$ cat config.mk
export PLATFORM = sky130hd
export DESIGN_NAME = hazard_stall_ctrl
export DESIGN_NICKNAME = d
export VERILOG_FILES = /design/src/rtl/hazard_pkg.sv /design/src/rtl/hazard_slot_pipe.sv /design/src/rtl/hazard_stall_ctrl.sv
export SDC_FILE = /design/constraint.sdc
export NUM_CORES = 1
export LEC_CHECK = 0
export CORE_ASPECT_RATIO = 0.5
export CORE_MARGIN = 4
export CORE_UTILIZATION = 46
export CTS_BUF_LIST = sky130_fd_sc_hd__clkbuf_4
export DETAILED_ROUTE_END_ITERATION = 8
export PLACE_DENSITY_LB_ADDON = 0.25
export SLEW_MARGIN = 10
export SYNTH_ARGS = -nofsm -noshare
export SYNTH_HDL_FRONTEND = slang
export SYNTH_SLANG_ARGS = --single-unit
$ cat constraint.sdc
create_clock -name clock -period 2.1 [get_ports clock]
set_input_delay 0.21 -clock clock [delete_from_list [all_inputs] [get_ports clock]]
set_output_delay 0.21 -clock clock [all_outputs]
set_load 0.02 [all_outputs]
$ cat src/rtl/hazard_pkg.sv
// Shared types and constants for the pipeline hazard controller.
package hazard_pkg;

  localparam int unsigned HZ_REG_W  = 5;
  // Slot rd field is sized for the widest supported REG_W; narrower indices are zero-extended.
  localparam int unsigned HZ_RD_MAX = 8;

  localparam logic [1:0] FWD_RF  = 2'b00;
  localparam logic [1:0] FWD_WB  = 2'b01;
  localparam logic [1:0] FWD_MEM = 2'b10;

  typedef struct packed {
    logic                 valid;
    logic [HZ_RD_MAX-1:0] rd;
    logic                 regwrite;
    logic                 memread;
  } slot_t;

  localparam slot_t SLOT_EMPTY = '0;

  // x0 is hard-wired zero, so a write to it never produces a dependency.
  function automatic logic slot_match(input slot_t s, input logic rd_used,
                                      input logic [HZ_RD_MAX-1:0] rs);
    return rd_used && s.valid && s.regwrite && (s.rd != '0) && (s.rd == rs);
  endfunction

  function automatic logic [1:0] fwd_sel(input logic hit_ex, input logic hit_mem);
    if (hit_ex)
      return FWD_MEM;
    else if (hit_mem)
      return FWD_WB;
    else
      return FWD_RF;
  endfunction

endpackage

$ cat src/rtl/hazard_slot_pipe.sv
// Three-deep scoreboard of in-flight register writes (EX -> MEM -> WB).
module hazard_slot_pipe
  import hazard_pkg::*;
(
  input  logic  clock,
  input  logic  reset,
  input  slot_t ex_next,
  output slot_t ex_slot,
  output slot_t mem_slot,
  output slot_t wb_slot
);

  always_ff @(posedge clock or posedge reset) begin
    if (reset) begin
      ex_slot  <= SLOT_EMPTY;
      mem_slot <= SLOT_EMPTY;
      wb_slot  <= SLOT_EMPTY;
    end else begin
      ex_slot  <= ex_next;
      mem_slot <= ex_slot;
      wb_slot  <= mem_slot;
    end
  end

endmodule

$ cat src/rtl/hazard_stall_ctrl.sv
// Pipeline hazard controller: stall/bubble generation and optional operand forwarding.
// Define HAZARD_FWD_EN for the load-use-only stall rule with registered fwd_a/fwd_b selects.
module hazard_stall_ctrl
  import hazard_pkg::*;
#(
  parameter int unsigned REG_W = HZ_REG_W,
  parameter int unsigned CNT_W = 16
) (
  input  logic             clock,
  input  logic             reset,
  input  logic             id_valid,
  input  logic [REG_W-1:0] id_rs1,
  input  logic [REG_W-1:0] id_rs2,
  input  logic             id_use_rs1,
  input  logic             id_use_rs2,
  input  logic [REG_W-1:0] id_rd,
  input  logic             id_regwrite,
  input  logic             id_memread,
  input  logic             flush,
  output logic             stall,
  output logic             bubble,
  output logic [1:0]       fwd_a,
  output logic [1:0]       fwd_b,
  output logic [CNT_W-1:0] stall_count
);

  logic [HZ_RD_MAX-1:0] rs1_x, rs2_x, rd_x;
  slot_t ex_slot, mem_slot, wb_slot, ex_next;
  logic  hazard;
  logic  issue;

  assign rs1_x = HZ_RD_MAX'(id_rs1);
  assign rs2_x = HZ_RD_MAX'(id_rs2);
  assign rd_x  = HZ_RD_MAX'(id_rd);

  hazard_slot_pipe u_slots (
    .clock    (clock),
    .reset    (reset),
    .ex_next  (ex_next),
    .ex_slot  (ex_slot),
    .mem_slot (mem_slot),
    .wb_slot  (wb_slot)
  );

`ifdef HAZARD_FWD_EN
  logic m1_ex, m2_ex, m1_mem, m2_mem;
  logic [1:0] fwd_a_q, fwd_b_q;
  logic unused_slot_bits;

  assign m1_ex  = slot_match(ex_slot,  id_use_rs1, rs1_x);
  assign m2_ex  = slot_match(ex_slot,  id_use_rs2, rs2_x);
  assign m1_mem = slot_match(mem_slot, id_use_rs1, rs1_x);
  assign m2_mem = slot_match(mem_slot, id_use_rs2, rs2_x);

  // Only a load still in EX cannot be forwarded in time.
  assign hazard = ex_slot.memread & (m1_ex | m2_ex);

  always_ff @(posedge clock or posedge reset) begin
    if (reset) begin
      fwd_a_q <= FWD_RF;
      fwd_b_q <= FWD_RF;
    end else if (issue) begin
      fwd_a_q <= fwd_sel(m1_ex, m1_mem);
      fwd_b_q <= fwd_sel(m2_ex, m2_mem);
    end else begin
      fwd_a_q <= FWD_RF;
      fwd_b_q <= FWD_RF;
    end
  end

  assign fwd_a = fwd_a_q;
  assign fwd_b = fwd_b_q;
  assign unused_slot_bits = ^{mem_slot.memread, wb_slot};
`else
  logic m1_ex, m2_ex, m1_mem, m2_mem, m1_wb, m2_wb;
  logic unused_slot_bits;

  assign m1_ex  = slot_match(ex_slot,  id_use_rs1, rs1_x);
  assign m2_ex  = slot_match(ex_slot,  id_use_rs2, rs2_x);
  assign m1_mem = slot_match(mem_slot, id_use_rs1, rs1_x);
  assign m2_mem = slot_match(mem_slot, id_use_rs2, rs2_x);
  assign m1_wb  = slot_match(wb_slot,  id_use_rs1, rs1_x);
  assign m2_wb  = slot_match(wb_slot,  id_use_rs2, rs2_x);

  // The register file has no write-through, so WB still counts as in flight.
  assign hazard = m1_ex | m2_ex | m1_mem | m2_mem | m1_wb | m2_wb;

  assign fwd_a = FWD_RF;
  assign fwd_b = FWD_RF;
  assign unused_slot_bits = ^{ex_slot.memread, mem_slot.memread, wb_slot.memread};
`endif

  assign stall  = !reset && id_valid && !flush && hazard;
  assign bubble = !reset && (stall || flush);
  assign issue  = id_valid && !stall && !flush;

  always_comb begin
    ex_next = SLOT_EMPTY;
    if (issue) begin
      ex_next.valid    = 1'b1;
      ex_next.rd       = rd_x;
      ex_next.regwrite = id_regwrite;
      ex_next.memread  = id_memread;
    end
  end

  always_ff @(posedge clock or posedge reset) begin
    if (reset)
      stall_count <= '0;
    else if (stall && !(&stall_count))
      stall_count <= stall_count + CNT_W'(1);
  end

endmodule

==> impl_results.html <==
<table>
<tr><th>Metric</th><th>Value</th></tr>
<tr><th colspan="2">Setup path</th></tr>
<tr><td>Critical path buffer and inverter count</td><td>2</td></tr>
<tr><td>Crit-path leading delay family</td><td>compound AO/OA/AOI/OAI gates</td></tr>
<tr><td>Kind of launch point of the worst setup path</td><td>register</td></tr>
<tr><td>Critical path required time</td><td>roughly 1900 ps</td></tr>
<tr><td>Endpoint kind of the worst setup timing path</td><td>output port</td></tr>
<tr><td>Worst setup path category</td><td>reg -&gt; out</td></tr>
<tr><td>Largest stage delay on the critical path</td><td>470 ps</td></tr>
<tr><td>CP Max Fanout</td><td>2</td></tr>
<tr><td>Endpoint arrival time on the critical path</td><td>2340 ps</td></tr>
<tr><td>Slowest cell on the critical path</td><td>a222oi_1</td></tr>
<tr><td>Most numerous cell on the critical path</td><td>buf_4</td></tr>
<tr><td>Ordered cell list for the critical path</td><td>or3_1 -&gt; o311a_1 -&gt; a222oi_1 -&gt; buf_4 -&gt; nand2b_4 -&gt; a21oi_2 -&gt; buf_4</td></tr>
<tr><th colspan="2">Synth</th></tr>
<tr><td>Post-synthesis sequential area ratio</td><td>0.499</td></tr>
<tr><td>Adder and majority cell fraction of the synthesized area</td><td>0.00674</td></tr>
<tr><td>Largest family of logic cells by synthesized area</td><td>XOR/XNOR gates</td></tr>
<tr><td>Most used standard cell by instance count after synthesis</td><td>dfrtp_1</td></tr>
<tr><td>Yosys warning total</td><td>0</td></tr>
<tr><td>Basic-gate share of the synthesized area counting and, or, nand and nor cells</td><td>0.189</td></tr>
<tr><td>Top post-synthesis cells by area</td><td>dfrtp_1 50%, xnor2_1 14%, xor2_1 6.1%, nand4_1 3.0%, nand2_1 2.6%</td></tr>
<tr><td>Unique masters post-synth</td><td>30</td></tr>
<tr><td>Cell type contributing the most total cell area after synthesis</td><td>dfrtp_1</td></tr>
<tr><td>Number of enable-type register cells in the synthesized netlist</td><td>0</td></tr>
<tr><td>Flip-flop and latch count after synthesis</td><td>37</td></tr>
<tr><td>Most numerous cell types in the synthesized netlist</td><td>37 x dfrtp_1, 30 x xnor2_1, 13 x nand2_1, 13 x xor2_1, 9 x nand4_1</td></tr>
<tr><td>Cell count after synthesis</td><td>167</td></tr>
<tr><td>Mux contribution to synthesized area</td><td>0.0243</td></tr>
<tr><td>Top-area cell type share of the netlist area</td><td>0.499</td></tr>
<tr><td>Synthesized area per cell</td><td>11.1 sq um</td></tr>
<tr><td>Xor and xnor area share after synthesis</td><td>0.203</td></tr>
<tr><td>Share of synthesized registers carrying an async set or reset</td><td>1.00</td></tr>
<tr><td>Area of the mapped netlist</td><td>1860 sq um</td></tr>
<tr><td>Top_reg_cell synth</td><td>dfrtp_1</td></tr>
<tr><td>Post-synthesis compound-gate area fraction</td><td>0.0438</td></tr>
<tr><th colspan="2">Power and ir drop</th></tr>
<tr><td>Switching power</td><td>0.346 mW</td></tr>
<tr><td>Sequential group share of total power</td><td>0.518</td></tr>
<tr><td>Total power after layout</td><td>1.43 mW</td></tr>
<tr><td>Internal power component</td><td>1.08 mW</td></tr>
<tr><td>Ratio of total power to cell area</td><td>518 nW/um^2</td></tr>
<tr><td>Share of total power in combinational logic</td><td>0.132</td></tr>
<tr><td>Peak supply drop</td><td>~0.31 mV</td></tr>
<tr><td>Leakage component of the power</td><td>between 1 and 1.5 nW</td></tr>
<tr><td>Clock share of power</td><td>0.350</td></tr>
<tr><td>Switching part of the total power</td><td>0.242</td></tr>
<tr><th colspan="2">STA</th></tr>
<tr><td>Slew at the pin closest to its max-slew limit</td><td>519 ps</td></tr>
<tr><td>Hold violation count in the final report</td><td>0</td></tr>
<tr><td>Total negative slack</td><td>-5020 ps</td></tr>
<tr><td>Final hold slack</td><td>393 ps</td></tr>
<tr><td>Final Slew Violations</td><td>0</td></tr>
<tr><td>Worst-case headroom to the max-slew limit</td><td>0.652</td></tr>
<tr><td>Final critical delay including setup and external delays</td><td>2550 ps</td></tr>
<tr><td>Unrepaired setup endpoints after global routing</td><td>yes</td></tr>
<tr><td>Minimum setup slack in the final design</td><td>-452 ps</td></tr>
<tr><td>Final critical-path share of the clock period</td><td>1.22</td></tr>
<tr><td>Maximum achievable frequency</td><td>392 MHz</td></tr>
<tr><td>Count of endpoints failing setup in the final report</td><td>25</td></tr>
<tr><td>Worst Clk Skew</td><td>roughly 9 ps</td></tr>
<tr><th colspan="2">Drt</th></tr>
<tr><td>Count of antenna-violating nets left after detailed routing</td><td>0</td></tr>
<tr><td>Total via count in the routed design</td><td>roughly 1500</td></tr>
<tr><td>Via/cell ratio</td><td>between 5 and 6</td></tr>
<tr><td>Drc violations</td><td>0</td></tr>
<tr><td>DRC marker count from the first detailed-route iteration</td><td>52</td></tr>
<tr><td>Mean routed wirelength per cell</td><td>between 15 and 20 microns</td></tr>
<tr><td>Routed wire length</td><td>between 4 and 5 mm</td></tr>
<tr><td>First-pass iteration count of the detailed router</td><td>4</td></tr>
<tr><th colspan="2">Die</th></tr>
<tr><td>Placeable core region</td><td>3640 sq um</td></tr>
<tr><td>Floorplan die area</td><td>5180 sq um</td></tr>
<tr><td>Overall die height</td><td>about 53 microns</td></tr>
<tr><td>Top-level I/O count</td><td>45</td></tr>
<tr><td>Effective utilization at floorplan</td><td>0.510</td></tr>
<tr><td>Placement row count</td><td>15</td></tr>
<tr><td>Chip width</td><td>slightly below 100 microns</td></tr>
<tr><th colspan="2">Cells and area</th></tr>
<tr><td>Synth-to-Final Area Change</td><td>48.8%</td></tr>
<tr><td>Share of final-layout standard cells stronger than drive strength 1</td><td>0.264</td></tr>
<tr><td>Ant diodes</td><td>0</td></tr>
<tr><td>Number of nets in the final layout</td><td>around 270</td></tr>
<tr><th colspan="2">Clock network</th></tr>
<tr><td>Clock tree sinks</td><td>37</td></tr>
<tr><td>Clock tree root buffer cell</td><td>clkbuf_4</td></tr>
<tr><td>TritonCTS clock tree</td><td>built</td></tr>
<tr><td>H-tree depth</td><td>2</td></tr>
<tr><td>Clk_lat worst skew</td><td>about 340 ps</td></tr>
<tr><td>Number of buffers created by CTS</td><td>5</td></tr>
<tr><td>CTS clk-pin slew, worst paths</td><td>between 100 and 150 ps</td></tr>
<tr><td>Maximum clock path buffer count</td><td>2</td></tr>
<tr><td>Hold buffer count at CTS</td><td>0</td></tr>
<tr><th colspan="2">Outcome</th></tr>
<tr><td>Result of the run</td><td>finished, violations left</td></tr>
<tr><td>Failing checks</td><td>negative setup slack</td></tr>
<tr><th colspan="2">GRT</th></tr>
<tr><td>Global-route wire length before repair</td><td>about 7.4 mm</td></tr>
<tr><td>Maximum number of pins on one net before global-route repair</td><td>38</td></tr>
<tr><td>Total congestion overflow after global routing</td><td>0</td></tr>
<tr><td>Via count of the first global-routing pass</td><td>1620</td></tr>
<tr><td>Tot GR Track Use</td><td>0.181</td></tr>
<tr><td>Initial antenna violation count</td><td>0</td></tr>
<tr><th colspan="2">Placed design</th></tr>
<tr><td>Final weighted congestion in routability-driven placement</td><td>0.860</td></tr>
<tr><td>Number of port buffers</td><td>39</td></tr>
<tr><td>Placed wire-length estimate</td><td>3.23 mm</td></tr>
<tr><th colspan="2">Min path</th></tr>
<tr><td>Class of the most critical hold timing path</td><td>reg -&gt; reg</td></tr>
<tr><th colspan="2">Job</th></tr>
<tr><td>Reported max-cap violation count</td><td>0</td></tr>
</table>
[layer usage]
layer  up-vias  wire (microns)  GRT usage
met5         -               0          0
met4         0              53     0.0276
met3         6             192     0.0526
met2        39            2300      0.333
met1       761            2130      0.218
li1        738               -          -
[timing repair]
action,4_1_cts,5_1_grt
gates cloned,0,1
resized for setup,18,16
setup buffers,3,5
endpoints found under the setup margin,18,25
pin swaps,1,10
[cells by family after synthesis]
| group | count (synthesis) |
|---|---|
| AO/OA/AOI/OAI | 9 |
| other | 1 |
| buffers and inverters | 9 |
| adder cells (fa/ha/maj) | 1 |
| flip-flops | 37 |
| multiplexers | 3 |
| XOR/XNOR | 43 |
| AND/OR/NAND/NOR | 64 |
[per-stage QoR]
| stage | util | worst slack (ps) | area (sq um) | instances |
|---|---|---|---|---|
| floorplan | - | 12.5 | 1870 | 170 |
| global placement | 0.679 | -478 | 2470 | 280 |
| detailed placement | 0.679 | -503 | 2470 | 280 |
| CTS | 0.720 | -410 | 2620 | 291 |
| global route | 0.758 | -575 | 2760 | 297 |
| finish | 0.758 | -452 | 2760 | 297 |
[cell usage in the layout, fill, tap and decap left out, drive strengths merged, types with 2 or more instances in the layout]
master,netlist,routed
xor2,13,13
o22ai,3,3
nor4b,2,2
conb,1,4
clkdlybuf4s50,0,37
inv,3,2
dfrtp,37,37
clkinvlp,0,2
mux2,3,3
nand4,9,9
or4,2,2
and2,6,6
nor4,2,2
buf,6,36
clkbuf,0,6
or3,3,3
nor3,9,9
xnor2,30,30
nand2,13,13
nor2,5,5
o311a,3,3
nand3,8,8
[state kept, by name (all words and copies together) (netlist names)]
signal / flops
stall_count: 16
u_slots.ex_slot: 7
u_slots.mem_slot: 7
u_slots.wb_slot: 7
[layout make-up]
cell class / instances / area, sq um
multi-input cells: 124 / 983
flip-flops and latches: 37 / 927
fillers: 245 / 880
repair buffers: 74 / 688
well taps: 51 / 63.8
clock inverters: 3 / 46.3
clock buffers: 5 / 37.5
inverters: 3 / 15.0
[worst register-to-register path: stages (launching register included)]
cell and delay, ps:
dfrtp_1 390, or3_1 360, o311a_1 280, a222oi_1 470, buf_4 230, buf_6 100, buf_8 120, nor3_4 60
mux2_4 310
[power by group through the flow]
stage                     sequential [mW]  combinational [mW]  clock, mW
after floorplan                     0.756              0.0896          0
final                               0.741               0.189      0.500
after detailed placement            0.755               0.181          0
after global routing                0.743               0.205      0.548
after global placement              0.754               0.176          0
after CTS                           0.741               0.184      0.510
[worst paths after layout]
kind | start | to | slack (ps) | cells past startpoint
worst max-delay path | u_slots.mem_slot[3]$_DFF_PP0_ | bubble | -450 | 7
worst min-delay path | u_slots.ex_slot[10]$_DFF_PP0_ | u_slots.mem_slot[10]$_DFF_PP0_ | 390 | 0
worst max register to register | u_slots.mem_slot[3]$_DFF_PP0_ | stall_count[1]$_DFFE_PP0P_ | -310 | 8
worst min register to register | u_slots.ex_slot[10]$_DFF_PP0_ | u_slots.mem_slot[10]$_DFF_PP0_ | 390 | 0
max in group asynchronous | reset | stall_count[0]$_DFFE_PP0P_ | 1270 | 4
min in group asynchronous | reset | stall_count[13]$_DFFE_PP0P_ | 490 | 4
(Power assumes the default switching activity.)
